==> config.mk <==
export PLATFORM = sky130hd
export DESIGN_NAME = id_ex_pipe
export DESIGN_NICKNAME = d
export VERILOG_FILES = /design/src/rtl/id_ex_pipe_pkg.sv /design/src/rtl/id_ex_bypass.sv /design/src/rtl/id_ex_pipe.sv
export SDC_FILE = /design/constraint.sdc
export NUM_CORES = 1
export LEC_CHECK = 0
export ABC_AREA = 0
export ABC_CLOCK_PERIOD_IN_PS = 2100
export BUFFER_PORTS_ARGS = -buffer_cell sky130_fd_sc_hd__buf_4
export CORE_AREA = 2 2 146 148
export DETAILED_ROUTE_END_ITERATION = 12
export DIE_AREA = 0 0 148 150
export GPL_TIMING_DRIVEN = 0
export HOLD_SLACK_MARGIN = 0.05
export PLACE_DENSITY = 0.73
export SYNTH_ARGS = -nofsm -noshare
export SYNTH_HDL_FRONTEND = slang
export SYNTH_SLANG_ARGS = --single-unit
==> constraint.sdc <==
create_clock -name clk_i -period 2.1 [get_ports clk_i]
set_input_delay 0 -clock clk_i [delete_from_list [all_inputs] [get_ports clk_i]]
set_output_delay 0 -clock clk_i [all_outputs]
set_load 0.02 [all_outputs]
==> src/rtl/id_ex_pipe_pkg.sv <==
`default_nettype none
// ============================================================================
// Module  : id_ex_pipe_pkg
// Purpose : Shared definitions for the ID/EX stage: data widths, control
//           bundle bit positions, bubble constant and the stage record.
// Rev     : 1.0  initial release
// ============================================================================
package id_ex_pipe_pkg;

   localparam int XLEN  = 32;
   localparam int REGW  = 5;
   localparam int CTRLW = 16;

   // Control bundle bit positions (shared with decode and EX).
   localparam int CTRL_MEM_READ  = 0;
   localparam int CTRL_MEM_WRITE = 1;
   localparam int CTRL_REG_WRITE = 2;
   localparam int CTRL_ALU_SRC   = 3;
   localparam int CTRL_WB_SEL_LO = 4;   // WB_SEL[1:0]  -> bits 5:4
   localparam int CTRL_ALU_OP_LO = 6;   // ALU_OP[4:0]  -> bits 10:6
   localparam int CTRL_FUNCT3_LO = 11;  // FUNCT3[2:0]  -> bits 13:11

   localparam logic [CTRLW-1:0] CTRL_NOP   = 16'h0000;
   localparam logic [15:0]      BUBBLE_MAX = 16'hFFFF;

   // One ID/EX pipeline slot.
   typedef struct packed {
      logic             valid;
      logic [XLEN-1:0]  pc;
      logic [XLEN-1:0]  data1;
      logic [XLEN-1:0]  data2;
      logic [XLEN-1:0]  imm;
      logic [REGW-1:0]  rs1;
      logic [REGW-1:0]  rs2;
      logic [REGW-1:0]  rd;
      logic [CTRLW-1:0] ctrl;
   } id_ex_t;

   // A bubble is an all-zero slot (valid=0, ctrl=NOP, rd=x0).
   localparam id_ex_t ID_EX_BUBBLE = '0;

endpackage
`default_nettype wire

==> src/rtl/id_ex_bypass.sv <==
`default_nettype none
// ============================================================================
// Module  : id_ex_bypass
// Purpose : Operand select for one register-file read port. Forces x0 to
//           zero and forwards same-cycle writeback data over stale reads.
// Rev     : 1.0  initial release
// ============================================================================
module id_ex_bypass
   import id_ex_pipe_pkg::*;
(
   input  logic [REGW-1:0] rs_i,
   input  logic [XLEN-1:0] data_i,
   input  logic            wb_write_i,
   input  logic [REGW-1:0] wb_addr_i,
   input  logic [XLEN-1:0] wb_data_i,
   output logic [XLEN-1:0] operand_o
);

   // x0 wins over everything, then the in-flight writeback, then the read.
   always_comb begin
      operand_o = data_i;
      if (rs_i == '0) begin
         operand_o = '0;
      end else if (wb_write_i && (wb_addr_i == rs_i)) begin
         operand_o = wb_data_i;
      end
   end

endmodule
`default_nettype wire

==> src/rtl/id_ex_pipe.sv <==
`default_nettype none
// ============================================================================
// Module  : id_ex_pipe
// Purpose : ID/EX pipeline register with writeback bypass on capture,
//           held-operand refresh during stalls, load-use bubble insertion
//           and a saturating bubble counter.
// Rev     : 1.0  initial release
// ============================================================================
module id_ex_pipe
   import id_ex_pipe_pkg::*;
(
   input  logic              clk_i,
   input  logic              rst_ni,
   input  logic              valid_i,
   input  logic [XLEN-1:0]   pc_i,
   input  logic [XLEN-1:0]   data1_i,
   input  logic [XLEN-1:0]   data2_i,
   input  logic [XLEN-1:0]   imm_i,
   input  logic [REGW-1:0]   rs1_i,
   input  logic [REGW-1:0]   rs2_i,
   input  logic [REGW-1:0]   rd_i,
   input  logic              use_rs1_i,
   input  logic              use_rs2_i,
   input  logic [CTRLW-1:0]  ctrl_i,
   input  logic              stall_i,
   input  logic              flush_i,
   input  logic              wb_write_i,
   input  logic [REGW-1:0]   wb_addr_i,
   input  logic [XLEN-1:0]   wb_data_i,
   output logic              valid_o,
   output logic [XLEN-1:0]   pc_o,
   output logic [XLEN-1:0]   data1_o,
   output logic [XLEN-1:0]   data2_o,
   output logic [XLEN-1:0]   imm_o,
   output logic [REGW-1:0]   rs1_o,
   output logic [REGW-1:0]   rs2_o,
   output logic [REGW-1:0]   rd_o,
   output logic [CTRLW-1:0]  ctrl_o,
   output logic              stall_req_o,
   output logic [15:0]       bubble_count_o
);

   id_ex_t      stage_q, stage_d;
   logic [15:0] bubble_cnt_q, bubble_cnt_d;
   logic [XLEN-1:0] op1_sel, op2_sel;
   logic        hz;

   id_ex_bypass u_bypass_rs1 (
      .rs_i       (rs1_i),
      .data_i     (data1_i),
      .wb_write_i (wb_write_i),
      .wb_addr_i  (wb_addr_i),
      .wb_data_i  (wb_data_i),
      .operand_o  (op1_sel)
   );

   id_ex_bypass u_bypass_rs2 (
      .rs_i       (rs2_i),
      .data_i     (data2_i),
      .wb_write_i (wb_write_i),
      .wb_addr_i  (wb_addr_i),
      .wb_data_i  (wb_data_i),
      .operand_o  (op2_sel)
   );

   // Load in EX whose destination is read by the instruction now in decode.
   always_comb begin
      hz = stage_q.valid && stage_q.ctrl[CTRL_MEM_READ] && (stage_q.rd != '0) && valid_i &&
           ((use_rs1_i && (rs1_i == stage_q.rd)) || (use_rs2_i && (rs2_i == stage_q.rd)));
      stall_req_o = hz && !stall_i && !flush_i;
   end

   // Next-state: flush > stall (hold + refresh) > load-use bubble > capture.
   always_comb begin
      stage_d      = stage_q;
      bubble_cnt_d = bubble_cnt_q;
      if (flush_i) begin
         stage_d = ID_EX_BUBBLE;
      end else if (stall_i) begin
         // An older instruction may retire while this one is parked here.
         if (wb_write_i && (wb_addr_i == stage_q.rs1) && (stage_q.rs1 != '0)) begin
            stage_d.data1 = wb_data_i;
         end
         if (wb_write_i && (wb_addr_i == stage_q.rs2) && (stage_q.rs2 != '0)) begin
            stage_d.data2 = wb_data_i;
         end
      end else if (hz) begin
         stage_d = ID_EX_BUBBLE;
         if (bubble_cnt_q != BUBBLE_MAX) begin
            bubble_cnt_d = bubble_cnt_q + 16'd1;
         end
      end else begin
         stage_d.valid = valid_i;
         stage_d.pc    = pc_i;
         stage_d.data1 = op1_sel;
         stage_d.data2 = op2_sel;
         stage_d.imm   = imm_i;
         stage_d.rs1   = rs1_i;
         stage_d.rs2   = rs2_i;
         stage_d.rd    = rd_i;
         stage_d.ctrl  = valid_i ? ctrl_i : CTRL_NOP;
      end
   end

   // Pipeline slot and counter registers, cleared asynchronously.
   always_ff @(posedge clk_i or negedge rst_ni) begin
      if (!rst_ni) begin
         stage_q      <= ID_EX_BUBBLE;
         bubble_cnt_q <= '0;
      end else begin
         stage_q      <= stage_d;
         bubble_cnt_q <= bubble_cnt_d;
      end
   end

   assign valid_o        = stage_q.valid;
   assign pc_o           = stage_q.pc;
   assign data1_o        = stage_q.data1;
   assign data2_o        = stage_q.data2;
   assign imm_o          = stage_q.imm;
   assign rs1_o          = stage_q.rs1;
   assign rs2_o          = stage_q.rs2;
   assign rd_o           = stage_q.rd;
   assign ctrl_o         = stage_q.ctrl;
   assign bubble_count_o = bubble_cnt_q;

endmodule
`default_nettype wire

# == Word-level counts from Yosys, hierarchy flattened ==
# Index checks and enable logic that the tools add are counted.
# totals
regBits,176
input_bits,204
# op_classes
mux,12
n_reduce_logical,23
bitwise_logic,2
eq_ne,10
addsub,1
# op_table
cell,n
160-bit two-way mux,2
32-bit two-way mux,6
64-bit two-way mux,1
63-bit two-way mux,1
33-bit two-way mux,1
5-bit equality test,6
"16-bit by 1-bit adder with 16-bit output, second input constant",1
16-bit two-way mux,1
"16-bit != test, second input constant",1
5-bit nonzero test,3
1-bit logical AND,14
5-bit zero test,2
"3-bit by 1-bit != test with 1-bit output, second input constant",2
4-bit AND reduction,1
1-bit zero test,2
"2-bit by 1-bit != test with 1-bit output, second input constant",1
1-bit inverter,2
1-bit logical OR,1

# == Longest topological paths before layout ==
# Gate-level depths: netlist of run 1.
# logic_depth
depth_word,7
depth_mapped,9

# == By module ==
# From an unflattened synthesis of run 1, not the netlist that was laid out.
# unflattened
cells_unflattened,934
hier_area_um2,9003.6
# modules_own_cells
module,instances,cells_each,seq_area_each_um2,area_per_inst_um2
id_ex_pipe,1,688,4404.2,7712.4
id_ex_bypass,2,123,0.0,645.6

# == Worst setup path after synthesis of run 1 ==
# Ideal clock, no wire load.
# synth_timing
path_type,register to register
from,"register stage_q, in the netlist rd_o[1]"
to,"register stage_q, in the netlist data2_o[11]"
stages_incl_launch_ff,8
arrival_time_ns,2.115
synth_period_minus_slack_ns,2.181
t_required_ns,2.034
n_path_buf,1
setup_ns,0.066
slack_ns,-0.081
cell_sequence,dfrtp_1 -> or4_1 -> o2111ai_2 -> inv_2 -> a211o_4 -> buf_6 -> o21ai_0 -> a22o_1
# synth_between
elab_chain_cells,7
word_cells_on_any_way,12
# synth_lines
element,line,text
from (decl),id_ex_pipe.sv:43,"id_ex_t stage_q, stage_d;"
from (signal assigned),id_ex_pipe.sv:111,stage_q <= stage_d;
5-bit equality test / 5-bit nonzero test (equally long branches),"id_ex_pipe.sv:69, id_ex_pipe.sv:68",
"1-bit logical AND, on equally long branches","id_ex_pipe.sv:69, id_ex_pipe.sv:68",
1-bit logical OR / 1-bit logical AND (equally long branches),"id_ex_pipe.sv:69, id_ex_pipe.sv:68",
1-bit logical AND (*),id_ex_pipe.sv:68,hz = stage_q.valid && stage_q.ctrl[CTRL_MEM_READ] && (stage_q.rd != '0) && valid_i &&
160-bit two-way mux (*),id_ex_pipe.sv:87,end else if (hz) begin
64-bit two-way mux (*),id_ex_pipe.sv:79,end else if (stall_i) begin
160-bit two-way mux (*),id_ex_pipe.sv:77,if (flush_i) begin
# Every way passes the cells marked *; elsewhere a longest branch is shown, timed or not.
# A chain may end at the register's enable or synchronous reset.

# == Worst setup path in the final report of run 1 ==
# layout_timing
from,"register stage_q, in the netlist rd_o[1]"
to,"register stage_q, in the netlist data2_o[3]"
# Same word-level chain as after synthesis.

==> qor.csv, run 1 <==
metric;value;unit
status;finished, violations left;
failing checks;setup timing;
Worst Reg-to-Reg Cells;7;
Synth area leader;dfrtp_1;
initial antenna violation count;3;
RD Place Congestion;0.915;
die height;150;um
Pleak;7.07;nW
setup TNS;-10.99;ns
pwr/cell area;643;nW/um^2
Routed WL;33700;um
post-synthesis cell count;701;
dpl hpwl;21300;um
most frequent cells in the layout;386 x buf_4, 192 x dlygate4sd3_1, 174 x dfrtp_1;
clk root buf;clkbuf_16;
Syn-to-layout area delta;77.6;%
vias in the first global route;8928;
# nets final;1513;
Syn Nets;906;
Synth Register Bits;176;
worst-skew pair later-pin latency;0.43;ns
Slew headroom;53.6;%
EDFF count, synth;0;
CTS tree;done;
ys async rst share;100;%
Tcrit/Tclk final;107;%
Critical R2R Capture;data2_o[3];
Final min period;2.24;ns
CORE AREA;20700;um^2
clock sink count;176;
Max Cap Viol;0;
CP Max Fanout;7;
Reg clk slew, reported paths;0.07;ns
final setup fails;145;
top post-synthesis cells by area;dfrtp_1 54%, a22o_1 17%, mux2i_1 7.8%;
first-pass GRT wire length;49700;um
Cells after DPL;1351;
design area;14500;um^2
routed vias;8593;
htree depth;4;
WL/cell;21.1;um
die width;148;um
final count of hold timing violations;0;
WS Path Type;reg -> reg;
reg2reg start;rd_o[1];
Worst-Margin Slew;0.695;ns
r2r setup slk;-0.14;ns
Hold WS;0.0619;ns
Synth Cell Area;8180;um^2
row count;53;
highest achievable clock rate;446;MHz
yosys warns;0;
HP Start;data1_i[1];
drt drc;0;
Synth top area share;53.9;%
Layout Cells excl Fill;1599;
Tot GR Track Use;28.8;%
end of the worst hold path;data1_o[1];
largest net degree at the start of global routing;91;
via/cell ratio;5.37;
Worst setup SP type;flip-flop;
Setup crit end kind;flip-flop;
PortBufs;374;
Netlist cell types;38;
die footprint;22200;um^2
Pwr Total;9.35;mW
RSZ-0062 raised after global routing;yes;
Slew Limit Fails;0;
ANT nets after route;0;
sequential-to-total area share from yosys stat;53.9;%
commonest non-fill, non-tap cell in the layout;buf_4;
DP Area;11400;um^2
TritonCTS Buffers;17;
clk_skew;0.0113;ns
Synth Flop Type;dfrtp_1;
Worst EP required;2.47;ns
Hold Path Class;in -> reg;
remaining global-route overflow;0;
Setup WS post-layout;-0.141;ns
worst vdd ir;0.000526;V
Detailed Route Iter0 Violations;495;
WHS Path Cells;4;
share of layout cells above drive strength 1;39.8;%
Max Buffers Root-to-Sink;2;
Arr. time, crit path;2.61;ns
Avg Inst Size Synth;11.7;um^2
I/O pin count;381;
Pre-Repair DR Iteration Count;7;
Initial Util;39.5;%
==> cell families (layout without fill, tap and decap cells) <==
logic type	count (synthesis)	count (layout)	share of synthesized area [%]
other	0	3	0
XOR/XNOR	43	43	4.61
buffers and inverters	95	715	5.45
adder cells (fa/ha/maj)	1	1	0.153
multiplexers	65	65	7.97
flip-flops	176	176	53.9
AND/OR/NAND/NOR	54	54	3.63
AO/OA/AOI/OAI	267	267	24.3
==> power by group <==
group | leakage [nW] | switching [mW] | internal (mW)
combinational | 4.45 | 1.10 | 1.16
clock | 0.303 | 1.49 | 1.83
sequential | 2.32 | 0.157 | 3.60
total | 7.07 | 2.75 | 6.59
==> repair_timing <==
item,4_1_cts,5_1_grt
setup buffers,10,7
hold buffers,191,1
setup endpoints to repair,171,162
gates cloned,3,4
endpoints found under the hold margin,244,1
gates resized for setup,56,51
pin swaps,21,30
==> how the worst max path moves through the flow <==
stage | startpoint | end | slack, ns | cells after the start
after floorplan | rd_o[2] | data2_o[10] | -0.02 | 7
after global placement | rd_o[2] | imm_o[3] | -0.45 | 6
after detailed placement | rd_o[2] | imm_o[4] | -0.47 | 6
after CTS | rd_o[1] | data1_o[11] | -0.14 | 7
after global routing | rs2_i[2] | data2_o[10] | -0.21 | 10
final | rd_o[1] | data2_o[3] | -0.14 | 7
==> registers in the layout, indices dropped and copies added (netlist names) <==
register,count
data2_o,32
rd_o,5
valid_o,1
imm_o,32
pc_o,32
rs1_o,5
rs2_o,5
bubble_count_o,16
data1_o,32
ctrl_o,16
==> per-stage QoR <==
stage,setup WS [ns],utilization (%)
floorplan,-0.0159,-
global placement,-0.446,54.8
detailed placement,-0.469,55.0
CTS,-0.139,68.7
global route,-0.214,70.2
finish,-0.141,70.2
==> layer usage <==
layer | vias to the layer above | global-route usage [%] | wire length, um
li1 | 3809 | - | -
met1 | 4210 | 34.8 | 13000
met2 | 478 | 48.4 | 16800
met3 | 96 | 6.55 | 2450
met4 | 0 | 15.0 | 1450
met5 | - | 0 | 0
==> cells in the mapped netlist (4+ instances only) <==
cell type / count
or4_1: 4
buf_2: 26
a22o_1: 159
nand3_1: 8
and2_1: 4
nand4_1: 7
clkbuf_1: 27
xnor2_1: 32
o21ai_1: 42
nor2_1: 7
a21oi_1: 34
and3_1: 5
nand2_1: 8
mux2i_1: 64
o21ai_0: 22
inv_1: 32
xor2_1: 11
dfrtp_1: 176
buf_6: 6
==> critical path, cell delays in order, from the launching register on <==
cell	delay [ns]
dfrtp_2	0.41
or4_4	0.55
o2111ai_4	0.23
inv_2	0.09
a211o_4	0.42
clkbuf_16	0.19
o21ai_2	0.14
a22o_1	0.15
==> cell type report <==
class | instances | area, um^2
Multi-Input combinational cell | 430 | 3570
Antenna cell | 3 | 7.51
Timing Repair Buffer | 590 | 5070
Clock buffer | 18 | 439
Inverter | 33 | 124
Clock inverter | 14 | 170
Buffer | 60 | 392
Tap cell | 275 | 344
Sequential cell | 176 | 4410
Fill cell | 1432 | 6160
(Power assumes the default switching activity.)
==> run 2: changes to the inputs <==
- ABC_CLOCK_PERIOD_IN_PS: 2100 -> 2600
- PLACE_DENSITY: 0.73 -> 0.7
- clock period: 2.1 -> 2.6 ns (I/O delays scaled with it)
==> run 2 against run 1 <==
Against the previous run: the run now ends clean; utilization decreased by 2.4 points; design area decreased by 3.4%; non-clock buffer count decreased by 11; sequential power decreased by 19%; clock-buffer cell count decreased by 1; clock power decreased by 20%; sequential share of layout area increased by 1.1 points; die area unchanged.
==> qor.csv, run 2 (same netlist as run 1, synthesis figures left out) <==
metric;value;unit
status;finished, final reports clean;
dpl hpwl;21500;um
RSZ-0062 raised after global routing;no;
design area;14000;um^2
Worst setup SP type;flip-flop;
# nets final;1502;
Reg clk slew, reported paths;0.07;ns
I/O pin count;381;
largest net degree at the start of global routing;101;
CORE AREA;20700;um^2
RD Place Congestion;0.848;
worst-skew pair later-pin latency;0.43;ns
remaining global-route overflow;0;
dpl ws;0.0623;ns
Detailed Route Iter0 Violations;397;
PortBufs;374;
CTS tree;done;
ANT nets after route;0;
Tot GR Track Use;28.5;%
Pleak;6.88;nW
Hold Path Class;in -> reg;
Slew Limit Fails;0;
Tcrit/Tclk final;95.1;%
final count of hold timing violations;0;
final setup fails;0;
WL/cell;20.3;um
r2r setup slk;0.13;ns
TritonCTS Buffers;17;
Initial Util;39.5;%
clock sink count;176;
crit path capture;data1_o[27];
commonest non-fill, non-tap cell in the layout;buf_4;
Worst-Margin Slew;0.624;ns
most frequent cells in the layout;378 x buf_4, 200 x dlygate4sd3_1, 176 x dfrtp_1;
row count;53;
worst vdd ir;0.000407;V
Syn-to-layout area delta;71.6;%
Arr. time, crit path;2.83;ns
routed vias;8499;
Pre-Repair DR Iteration Count;5;
highest achievable clock rate;404;MHz
drt drc;0;
Slew headroom;58.4;%
WS Path Type;reg -> reg;
die footprint;22200;um^2
die width;148;um
clk root buf;clkbuf_16;
initial antenna violation count;6;
CP Max Fanout;10;
die height;150;um
first-pass GRT wire length;49500;um
Worst Reg-to-Reg Cells;7;
Max Cap Viol;0;
via/cell ratio;5.34;
htree depth;4;
reg2reg start;rd_o[2];
pwr/cell area;528;nW/um^2
share of layout cells above drive strength 1;34.4;%
setup TNS;0;ns
Max Buffers Root-to-Sink;2;
Critical R2R Capture;data1_o[27];
Routed WL;32300;um
CP startpoint;rd_o[2];
Setup WS post-layout;0.128;ns
Setup crit end kind;flip-flop;
clk_skew;0.0162;ns
Worst EP required;2.96;ns
DP Area;11400;um^2
Final min period;2.47;ns
vias in the first global route;9202;
[run 2: cell count changes in the layout (fill, tap and decap cells not counted), sizes merged]
cell | before | now
buf | 426 | 410
bufinv | 2 | 1
clkbuf | 50 | 46
clkinv | 5 | 6
clkinvlp | 0 | 1
diode | 3 | 6
dlygate4sd3 | 192 | 200
[run 2: timing repair]
| action | CTS | global route |
|---|---|---|
| gates resized for setup | 0 | 8 |
| setup endpoints to repair | 0 | 26 |
| hold endpoints to repair | 234 | 0 |
| hold buffers | 200 | 0 |
| buffers inserted | 0 | 2 |
[run 2: worst max-delay path: stages (launching register included)]
cell and delay (ns):
dfrtp_1 0.46, or4_1 0.55, o2111ai_2 0.30, inv_2 0.12, a211o_1 0.43, buf_6 0.20
o21ai_1 0.18, a22o_1 0.16
[run 2: worst min path at each step]
stage	from	endpoint	slack, ns	cells after the start
after global placement	imm_i[28]	imm_o[28]	0.22	2
after floorplan	rst_ni	bubble_count_o[0]	-0.30	0
after global routing	data1_i[1]	data1_o[1]	0.09	4
after CTS	data1_i[1]	data1_o[1]	0.06	4
final	data1_i[1]	data1_o[1]	0.06	4
after detailed placement	rst_ni	data1_o[6]	0.01	1
[run 2: cell type report]
cell class / count / area (um^2)
Fill cell: 1574 / 6660
Timing Repair Buffer: 577 / 4860
Sequential cell: 176 / 4400
Multi-Input combinational cell: 430 / 3330
Clock buffer: 17 / 425
Tap cell: 275 / 344
Buffer: 62 / 339
Clock inverter: 15 / 191
Inverter: 33 / 124
Antenna cell: 6 / 15.0
[run 2: power by group]
part	switching (mW)	internal, mW
Sequential	0.127	2.91
Combinational	0.826	0.868
Clock	1.28	1.40
[run 2: per-stage QoR]
stage / hold WS (ns) / instances / power [mW] / utilization (%)
2_1_floorplan: -0.296 / 701 / 3.72 / -
3_3_place_gp: 0.217 / 1350 / 4.47 / 54.8
3_5_place_dp: 0.0135 / 1351 / 4.49 / 54.9
4_1_cts: 0.0636 / 1583 / 7.42 / 67.6
5_1_grt: 0.0867 / 1590 / 7.70 / 67.8
6_report: 0.0559 / 1591 / 7.41 / 67.8
[run 2: layer usage]
metal	up-vias	GRT usage, %	wire length, um
met5	-	0	0
met4	0	12.5	1230
met3	80	6.43	2560
met2	446	50.6	16400
met1	4170	33.2	12100
li1	3803	-	-
==> run 3: changes to the inputs <==
- MAX_ROUTING_LAYER: not set -> met4
==> run 3 against run 2 <==
Against the previous run: via count rose by 0.27%; critical endpoint is now data1_o[8]; combinational power barely moved; routed wire length rose by 0.11%.
==> qor.csv, run 3 (same netlist as run 1, synthesis figures left out) <==
metric;value;unit
status;finished, final reports clean;
routed vias;8522;
Slew headroom;58.7;%
I/O pin count;381;
Pleak;6.88;nW
reg2reg start;rd_o[2];
worst vdd ir;0.000402;V
commonest non-fill, non-tap cell in the layout;buf_4;
Slew Limit Fails;0;
first-pass GRT wire length;49500;um
Hold Path Class;in -> reg;
CP dominant cell by count;dlygate4sd3_1;
Syn-to-layout area delta;71.6;%
Layout Utilization;67.8;%
Fill cells;1574;
Setup WS post-layout;0.141;ns
die footprint;22200;um^2
final count of hold timing violations;0;
final setup fails;0;
Worst-Margin Slew;0.619;ns
Worst EP required;2.91;ns
RD Place Congestion;0.861;
most frequent cells in the layout;378 x buf_4, 200 x dlygate4sd3_1, 176 x dfrtp_1;
Tcrit/Tclk final;94.6;%
Final min period;2.46;ns
PortBufs;374;
Worst setup SP type;input port;
Pre-Repair DR Iteration Count;5;
clk root buf;clkbuf_16;
setup TNS;0;ns
RSZ-0062 raised after global routing;no;
register area;4400;um^2
clock sink count;176;
worst-skew pair later-pin latency;0.43;ns
WS Path Type;in -> reg;
highest achievable clock rate;407;MHz
htree depth;4;
Worst path slowest cell;dlygate4sd3_1;
# nets final;1502;
DP Area;11400;um^2
initial antenna violation count;6;
clk_skew;0.0162;ns
die width;148;um
die height;150;um
Layout Cells excl Fill;1591;
Pwr Total;7.41;mW
Critical Path, Cell by Cell;dlygate4sd3_1 > buf_4 > xor2_1 > nor4_1 > and3_1 > clkbuf_4 > buf_6 > mux2i_1 > dlygate4sd3_1 > o21ai_1 > a22o_1;
dpl hpwl;21500;um
area occupied by multi-input gates;3330;um^2
CORE AREA;20700;um^2
Initial Util;39.5;%
Critical path buffers and inverters;5;
drt drc;0;
CP startpoint;rs1_i[1];
WL/cell;20.3;um
CP Max Fanout;10;
Cells after DPL;1351;
via/cell ratio;5.36;
TritonCTS Buffers;17;
Arr. time, crit path;2.77;ns
vias in the first global route;9197;
Detailed Route Iter0 Violations;390;
CTS tree;done;
Max Buffers Root-to-Sink;2;
ANT nets after route;0;
HP Start;data1_i[1];
dpl ws;0.0623;ns
CP delay by family, top;buffers and inverters;
row count;53;
largest net degree at the start of global routing;101;
Setup crit end kind;flip-flop;
remaining global-route overflow;0;
Reg clk slew, reported paths;0.07;ns
Max stage delay on crit path;0.58;ns
Max Cap Viol;0;
design area;14000;um^2
Routed WL;32300;um
pwr/cell area;528;nW/um^2
Tot GR Track Use;29.4;%
Hold WS;0.0552;ns
share of layout cells above drive strength 1;34.4;%
-- run 3: timing repair --
item,4_1_cts,5_1_grt
hold endpoints to repair,234,0
hold buffers,200,0
setup endpoints to repair,0,26
resized for setup,0,8
buffers inserted,0,2
-- run 3: routing by layer --
layer | GRT usage (%) | vias up | wire, um
met4 | 12.1 | 0 | 1130
met3 | 5.21 | 70 | 2080
met2 | 50.9 | 419 | 16500
met5 | - | - | 0
met1 | 33.9 | 4224 | 12600
li1 | - | 3809 | -
-- run 3: cell type report --
class                      instances  share of cell area (%)
sequential                       176                    31.4
multi-input combinational        430                    23.7
inverter                          33                   0.883
tap                              275                    2.45
clock buffer                      17                    3.03
buffer                            62                    2.42
antenna                            6                   0.107
timing repair buffer             577                    34.6
clock inverter                    15                    1.36
-- run 3: report_power, final --
part	internal (mW)	total [mW]	switching, mW
Clock	1.40	2.67	1.28
Sequential	2.91	3.04	0.127
Combinational	0.868	1.69	0.827
Total	5.17	7.41	2.23
-- run 3: worst reg2reg max path, stage by stage, from the launching register on --
cell       delay (ns)
dfrtp_1          0.46
or4_1            0.55
o2111ai_2        0.30
inv_2            0.12
a21oi_4          0.22
clkbuf_1         0.51
a22o_1           0.24
-- run 3: worst paths after layout --
path                                      to  slack, ns  cells past startpoint
max in group asynchronous  bubble_count_o[0]       1.54                      3
min in group asynchronous         data1_o[6]       0.13                      2
max reg2reg                         imm_o[4]       0.15                      6
min                               data1_o[1]       0.06                      4
min reg2reg                       data2_o[0]       0.51                      1
max                               data1_o[8]       0.14                     11
